## config.mk

```make
export PLATFORM = sky130hd
export DESIGN_NAME = fifo_wr_arbiter
export DESIGN_NICKNAME = d
export VERILOG_FILES = /design/src/rtl/fifo_arb_pkg.sv /design/src/rtl/rr_pick.sv /design/src/rtl/fifo_wr_arbiter.sv
export SDC_FILE = /design/constraint.sdc
export NUM_CORES = 1
export LEC_CHECK = 0
export ABC_CLOCK_PERIOD_IN_PS = 1800
export CORE_MARGIN = 5
export CORE_UTILIZATION = 30
export CTS_BUF_LIST = sky130_fd_sc_hd__clkbuf_4 sky130_fd_sc_hd__clkbuf_8 sky130_fd_sc_hd__clkbuf_16
export CTS_CLUSTER_DIAMETER = 200
export DETAILED_ROUTE_END_ITERATION = 12
export PLACE_DENSITY = 0.79
export SLEW_MARGIN = 20
export SYNTH_ARGS = -nofsm -noshare
export SYNTH_HDL_FRONTEND = slang
export SYNTH_SLANG_ARGS = --single-unit
```

## constraint.sdc

```tcl
create_clock -name wr_clk -period 1.8 [get_ports wr_clk]
set_clock_uncertainty 0.15 [all_clocks]
set_input_delay 0.36 -clock wr_clk [delete_from_list [all_inputs] [get_ports wr_clk]]
set_output_delay 0.36 -clock wr_clk [all_outputs]
set_load 0.05 [all_outputs]
```

## src/rtl/fifo_arb_pkg.sv

```systemverilog
// ---------------------------------------------------------------------------
// fifo_arb_pkg
// Shared definitions for the FIFO write-side arbiter:
//   - arb_state_e : arbiter FSM states (IDLE = no grant, LOCK = grant held)
//   - DEF_NREQ    : default number of requesters
//   - DEF_WIDTH   : default beat width in bits
// ---------------------------------------------------------------------------
package fifo_arb_pkg;

  localparam int DEF_NREQ  = 4;
  localparam int DEF_WIDTH = 8;

  typedef enum logic {
    IDLE = 1'b0,
    LOCK = 1'b1
  } arb_state_e;

endpackage

```

## src/rtl/rr_pick.sv

```systemverilog
// ---------------------------------------------------------------------------
// rr_pick
// Purely combinational round-robin search. Finds the first asserted request
// starting one position after the previous winner, wrapping modulo NREQ.
// Ports:
//   req_i  [NREQ-1:0] : request vector
//   last_i [IDW-1:0]  : index of the previous winner
//   any_o             : at least one request is asserted
//   pick_o [IDW-1:0]  : index of the winner (0 when any_o is low)
// ---------------------------------------------------------------------------
module rr_pick #(
  parameter int NREQ = 4,
  parameter int IDW  = $clog2(NREQ)
) (
  input  logic [NREQ-1:0] req_i,
  input  logic [IDW-1:0]  last_i,
  output logic            any_o,
  output logic [IDW-1:0]  pick_o
);

  logic [IDW-1:0] idx;

  // Walk the candidates from farthest to nearest so the nearest valid
  // requester after last_i is written last and therefore wins.
  always_comb begin
    any_o  = |req_i;
    pick_o = '0;
    idx    = '0;
    for (int k = NREQ; k >= 1; k--) begin
      idx = IDW'((int'(last_i) + k) % NREQ);
      if (req_i[idx]) begin
        pick_o = idx;
      end
    end
  end

endmodule

```

## src/rtl/fifo_wr_arbiter.sv

```systemverilog
// ---------------------------------------------------------------------------
// fifo_wr_arbiter
// Round-robin arbiter that lets NREQ requesters share one FIFO write port.
// An idle cycle is spent arbitrating, then the grant is held (LOCK) until a
// release beat is accepted.
//
// Build option: FIFO_WR_ARB_PKT_LOCK_EN
//   defined   : the grant is held until a beat with req_last is accepted
//   undefined : every accepted beat releases the grant; req_last is ignored
//
// Ports:
//   wr_clk, wr_rst_n : FIFO write clock, asynchronous active-low reset
//   req_valid/req_data/req_last : per-requester beat, data slice i at
//                                 [i*WIDTH +: WIDTH]
//   req_ready        : per-requester accept (only the granted one can be high)
//   fifo_wr_en/fifo_wr_data : FIFO write port
//   fifo_full        : FIFO full flag (registered in wr_clk)
//   grant_id         : currently / most recently granted requester
//   busy             : grant held
//   pkt_done         : one-cycle pulse the cycle after a grant is released
// ---------------------------------------------------------------------------
module fifo_wr_arbiter
  import fifo_arb_pkg::*;
#(
  parameter int WIDTH = DEF_WIDTH,
  parameter int NREQ  = DEF_NREQ,
  parameter int IDW   = $clog2(NREQ)
) (
  input  logic                  wr_clk,
  input  logic                  wr_rst_n,
  input  logic [NREQ-1:0]       req_valid,
  input  logic [NREQ*WIDTH-1:0] req_data,
  input  logic [NREQ-1:0]       req_last,
  output logic [NREQ-1:0]       req_ready,
  output logic                  fifo_wr_en,
  output logic [WIDTH-1:0]      fifo_wr_data,
  input  logic                  fifo_full,
  output logic [IDW-1:0]        grant_id,
  output logic                  busy,
  output logic                  pkt_done
);

  arb_state_e     state_q, state_d;
  logic [IDW-1:0] last_q, last_d;
  logic [IDW-1:0] grant_q, grant_d;
  logic           done_q, done_d;

  logic           pickAny;
  logic [IDW-1:0] pickIdx;
  logic           selValid;
  logic           accept;
  logic           releaseBeat;
`ifdef FIFO_WR_ARB_PKT_LOCK_EN
  logic           selLast;
`else
  logic           unusedLast;
  assign unusedLast = ^req_last;
`endif

  rr_pick #(
    .NREQ (NREQ),
    .IDW  (IDW)
  ) uPick (
    .req_i  (req_valid),
    .last_i (last_q),
    .any_o  (pickAny),
    .pick_o (pickIdx)
  );

  // Granted-requester mux, written as a decoded loop so every select uses a
  // constant index. Ready follows fifo_full with no latency so a full FIFO
  // can never be written.
  always_comb begin
    selValid     = 1'b0;
    fifo_wr_data = '0;
    req_ready    = '0;
`ifdef FIFO_WR_ARB_PKT_LOCK_EN
    selLast      = 1'b0;
`endif
    for (int i = 0; i < NREQ; i++) begin
      if (grant_q == IDW'(i)) begin
        selValid     = req_valid[i];
        fifo_wr_data = req_data[i*WIDTH +: WIDTH];
`ifdef FIFO_WR_ARB_PKT_LOCK_EN
        selLast      = req_last[i];
`endif
        if (state_q == LOCK) begin
          req_ready[i] = ~fifo_full;
        end
      end
    end
    accept = (state_q == LOCK) & selValid & ~fifo_full;
`ifdef FIFO_WR_ARB_PKT_LOCK_EN
    releaseBeat = accept & selLast;
`else
    releaseBeat = accept;
`endif
  end

  assign fifo_wr_en = accept;
  assign grant_id   = grant_q;
  assign busy       = (state_q == LOCK);
  assign pkt_done   = done_q;

  // Next-state logic: IDLE registers the round-robin pick, LOCK waits
  // (through stalls and valid gaps) for the release beat.
  always_comb begin
    state_d = state_q;
    last_d  = last_q;
    grant_d = grant_q;
    done_d  = 1'b0;
    unique case (state_q)
      IDLE: begin
        if (pickAny) begin
          grant_d = pickIdx;
          state_d = LOCK;
        end
      end
      LOCK: begin
        if (releaseBeat) begin
          last_d  = grant_q;
          done_d  = 1'b1;
          state_d = IDLE;
        end
      end
      default: state_d = IDLE;
    endcase
  end

  // last_q resets to NREQ-1 so requester 0 has top priority after reset.
  always_ff @(posedge wr_clk or negedge wr_rst_n) begin
    if (!wr_rst_n) begin
      state_q <= IDLE;
      last_q  <= IDW'(NREQ - 1);
      grant_q <= '0;
      done_q  <= 1'b0;
    end else begin
      state_q <= state_d;
      last_q  <= last_d;
      grant_q <= grant_d;
      done_q  <= done_d;
    end
  end

endmodule
```

==> run_results.csv, run 1 <==
group,metric,value,unit
grt,grt_overflow,0,
timing,final_max_slew_viol_count,0,
critical_path,r2r-start,"grant_id[0]",
critical_path,cp_slowest_cell,"dfrtp_4",
placed_design,io_buffers,55,
grt,grt_max_degree,11,
synth,synthesis.area,644.4,um^2
clock_tree,clockRootBuffer,"clkbuf_4",
synth,post_synth_main_area_contributors,"mux4_1 16%, dfrtp_1 16%, mux4_2 14%",
drt,drc_errors,0,
critical_path,crit_family,"flip-flops",
power,leakage,0.6332,nW
drt,totalWireLength,2603,um
cells_and_area,nNetsFinal,172,
cells_and_area,fill_cells,140,
critical_path,regToRegSetupSlack,0.05,ns
timing,post-route-period-util,112.6,%
synth,ys_ff_latch,6,
synth,netlist.top_cell.by_area,"mux4_1",
clock_tree,cts.clk_slew.worst_paths,0.05,ns
grt,grt_pass1_wl,4347,um
power,intPower,1.387,mW
timing,slew_headroom,73.84,%
drt,drt-pass1-iter-count,4,
cells_and_area,drive_gt1_share,47.66,%
synth,synth_edf_count,0,
status,outcome,"complete, but fails checks",
floorplanning,core_area,2002,um^2
synth,synthesis.nets,97,
floorplanning,die_h,56.35,um
synth,syn_inst,54,
drt,first_iter_violations,15,
placed_design,gp_congestion,0.8481,
synth,synthFlopType,"dfrtp_1",
drt,route.detailed.wl_per_inst,16.79,um
critical_path,crit_fanout,4,
timing,grt_setup_unrepaired,"true",
synth,ys_async_sr_fraction,100.0,%
critical_path,crit_start,"grant_id[0]",
clock_tree,hold_buffers,0,
power,combPwrFrac,81.9,%
hold_path,hold_path_class,"primary input to asynchronous set/reset pin",
cells_and_area,diodes,0,
synth,synth.distinct_cells,32,
placed_design,place_ws,-0.2584,ns
cells_and_area,area_growth,137.7,%
critical_path,crit_type,"register to output port",
power,p_seq_share,12.4,%
flow_run,drv_cap,0,
critical_path,cp.required,1.29,ns
grt,grt_usage,17.31,%
synth,syn_area_per_cell,11.93,um^2
power,power,2.570,mW
drt,avgViaCountPerCell,5.052,
clock_tree,cts_tree,"done",
drt,routed-via-count,783,
floorplanning,initial_core_util,32.19,%
synth,ys_seq_area_share,23.69,%
clock_tree,clock_sinks,6,
critical_path,cp.buffers_inverters,2,
timing,hold_viol_final,0,
drt,ant_nets,0,
clock_tree,clk_latency,0.24,ns
clock_tree,cts_inserted_buffers,3,
critical_path,worstSetupEndpointType,"output port",
power,p_clk_share,5.7,%
critical_path,max_stage_delay,0.51,ns
synth,synth_top_cell_area_share,16.31,%
grt,grt_pass1_vias,814,
status,violations,"setup timing",
floorplanning,pin_count,60,
timing,worst_pin_slew,0.3887,ns
timing,fmax,0.4933,GHz
clock_tree,htreeDepth,1,
synth,synthTopCellsByCount,"4 x a21oi_1, 4 x dfrtp_1, 4 x mux4_1, 4 x mux4_2, 3 x nor2_1",
power,ir_drop,1.154,mV
synth,yosysWarnings,0,
critical_path,crit_chain,"buf_6 > mux2_4 > o2bb2ai_4 > buf_12",
power,power.switching,1.183,mW
power,p_per_area,1678,nW/um^2
timing,setup_viol,13,
placed_design,hpwlAfterDp,2103,um
power,switching_share,46.04,%
timing,period_minus_slack,2.027,ns
floorplanning,fp-row-count,16,
critical_path,critPathLaunchType,"register",
grt,grt_antenna_before_repair,0,
clock_tree,clockBufferDepth,2,
timing,timing.final.ws_setup,-0.2273,ns
floorplanning,dieWidth,56.35,um
floorplanning,dieArea,3175,um^2
critical_path,cp_data_arrival_time,1.52,ns
## kinds of logic (layout without fill, tap and decap cells)
family          after synthesis  count (layout)  synth area share [%]
flops                         6               6                 23.69
compound gates               14              14                 17.48
buf+inv                       6              80                 5.048
simple gates                 16              16                 15.73
mux                          12              12                 38.06
## power by group through the flow
stage | registers (mW) | logic [mW] | clock network, mW
floorplan | 0.392 | 1.05 | 0
global placement | 0.348 | 1.73 | 0
detailed placement | 0.352 | 1.75 | 0
CTS | 0.318 | 2.14 | 0.150
global route | 0.329 | 2.20 | 0.164
finish | 0.318 | 2.11 | 0.146
## stage by stage
| step | hold slack (ns) | instances | area (um^2) | TNS (ns) | util (%) |
|---|---|---|---|---|---|
| 3_3_place_gp | 0.4064 | 145 | 1384 | -2.349 | 69.13 |
| 5_1_grt | 0.2038 | 155 | 1531 | -3.003 | 76.50 |
| 3_5_place_dp | 0.4244 | 145 | 1384 | -2.577 | 69.13 |
| 2_1_floorplan | -0.08559 | 54 | 679.4 | -1.839 | - |
| 6_report | 0.2006 | 155 | 1531 | -2.380 | 76.50 |
| 4_1_cts | 0.2007 | 156 | 1543 | -2.546 | 77.06 |
## worst paths after layout
check	to	depth (start not counted)
setup / recovery	fifo_wr_en	4
hold / removal	pkt_done	1
setup reg to reg	last_q[0]	5
hold reg to reg	last_q[1]	2
max in group asynchronous	last_q[1]	1
min in group wr_clk	last_q[1]	2
## cell type report
| type | count | area [um^2] | area share, % |
|---|---|---|---|
| Timing Repair Buffer | 74 | 830.8 | 54.25 |
| Inverter | 2 | 7.507 | 0.4902 |
| Clock buffer | 4 | 30.03 | 1.961 |
| Sequential cell | 6 | 158.9 | 10.38 |
| Multi-Input combinational cell | 42 | 470.5 | 30.72 |
| Tap cell | 27 | 33.78 | 2.206 |
## metal layers
| metal | GRT usage (%) | vias to the layer above | part of all wire [%] |
|---|---|---|---|
| met5 | 0 | - | 0 |
| met4 | 4.068 | 0 | 0.54 |
| met3 | 2.064 | 2 | 7.4 |
| met2 | 32.72 | 45 | 55 |
| met1 | 20.50 | 367 | 37 |
| li1 | - | 369 | - |
## registers in the layout (all words and copies together), names as in the netlist
signal	cells
busy	1
grant_id	2
last_q	2
pkt_done	1
## what timing repair did
| item | CTS | global route |
|---|---|---|
| buffers inserted | 8 | 1 |
| setup endpoints to repair | 14 | 14 |
| cloned | 0 | 0 |
| pin swaps | 3 | 1 |
| resized for setup | 24 | 1 |
## placed cells by master (no fill, tap or decap), types with 4 or more instances in the layout
cell type,synthesis,final
buf_12,0,10
buf_4,0,13
buf_6,1,11
mux4_2,4,8
clkbuf_4,0,4
clkdlybuf4s50_1,0,37
a21oi_1,4,4
(Power assumes the default switching activity.)
==> inputs of run 2 (changes only) <==
CTS_CLUSTER_DIAMETER = 60   (was 200)
==> results of run 2 <==
No change in the layout: final DEF, timing and power equal those of run 1.
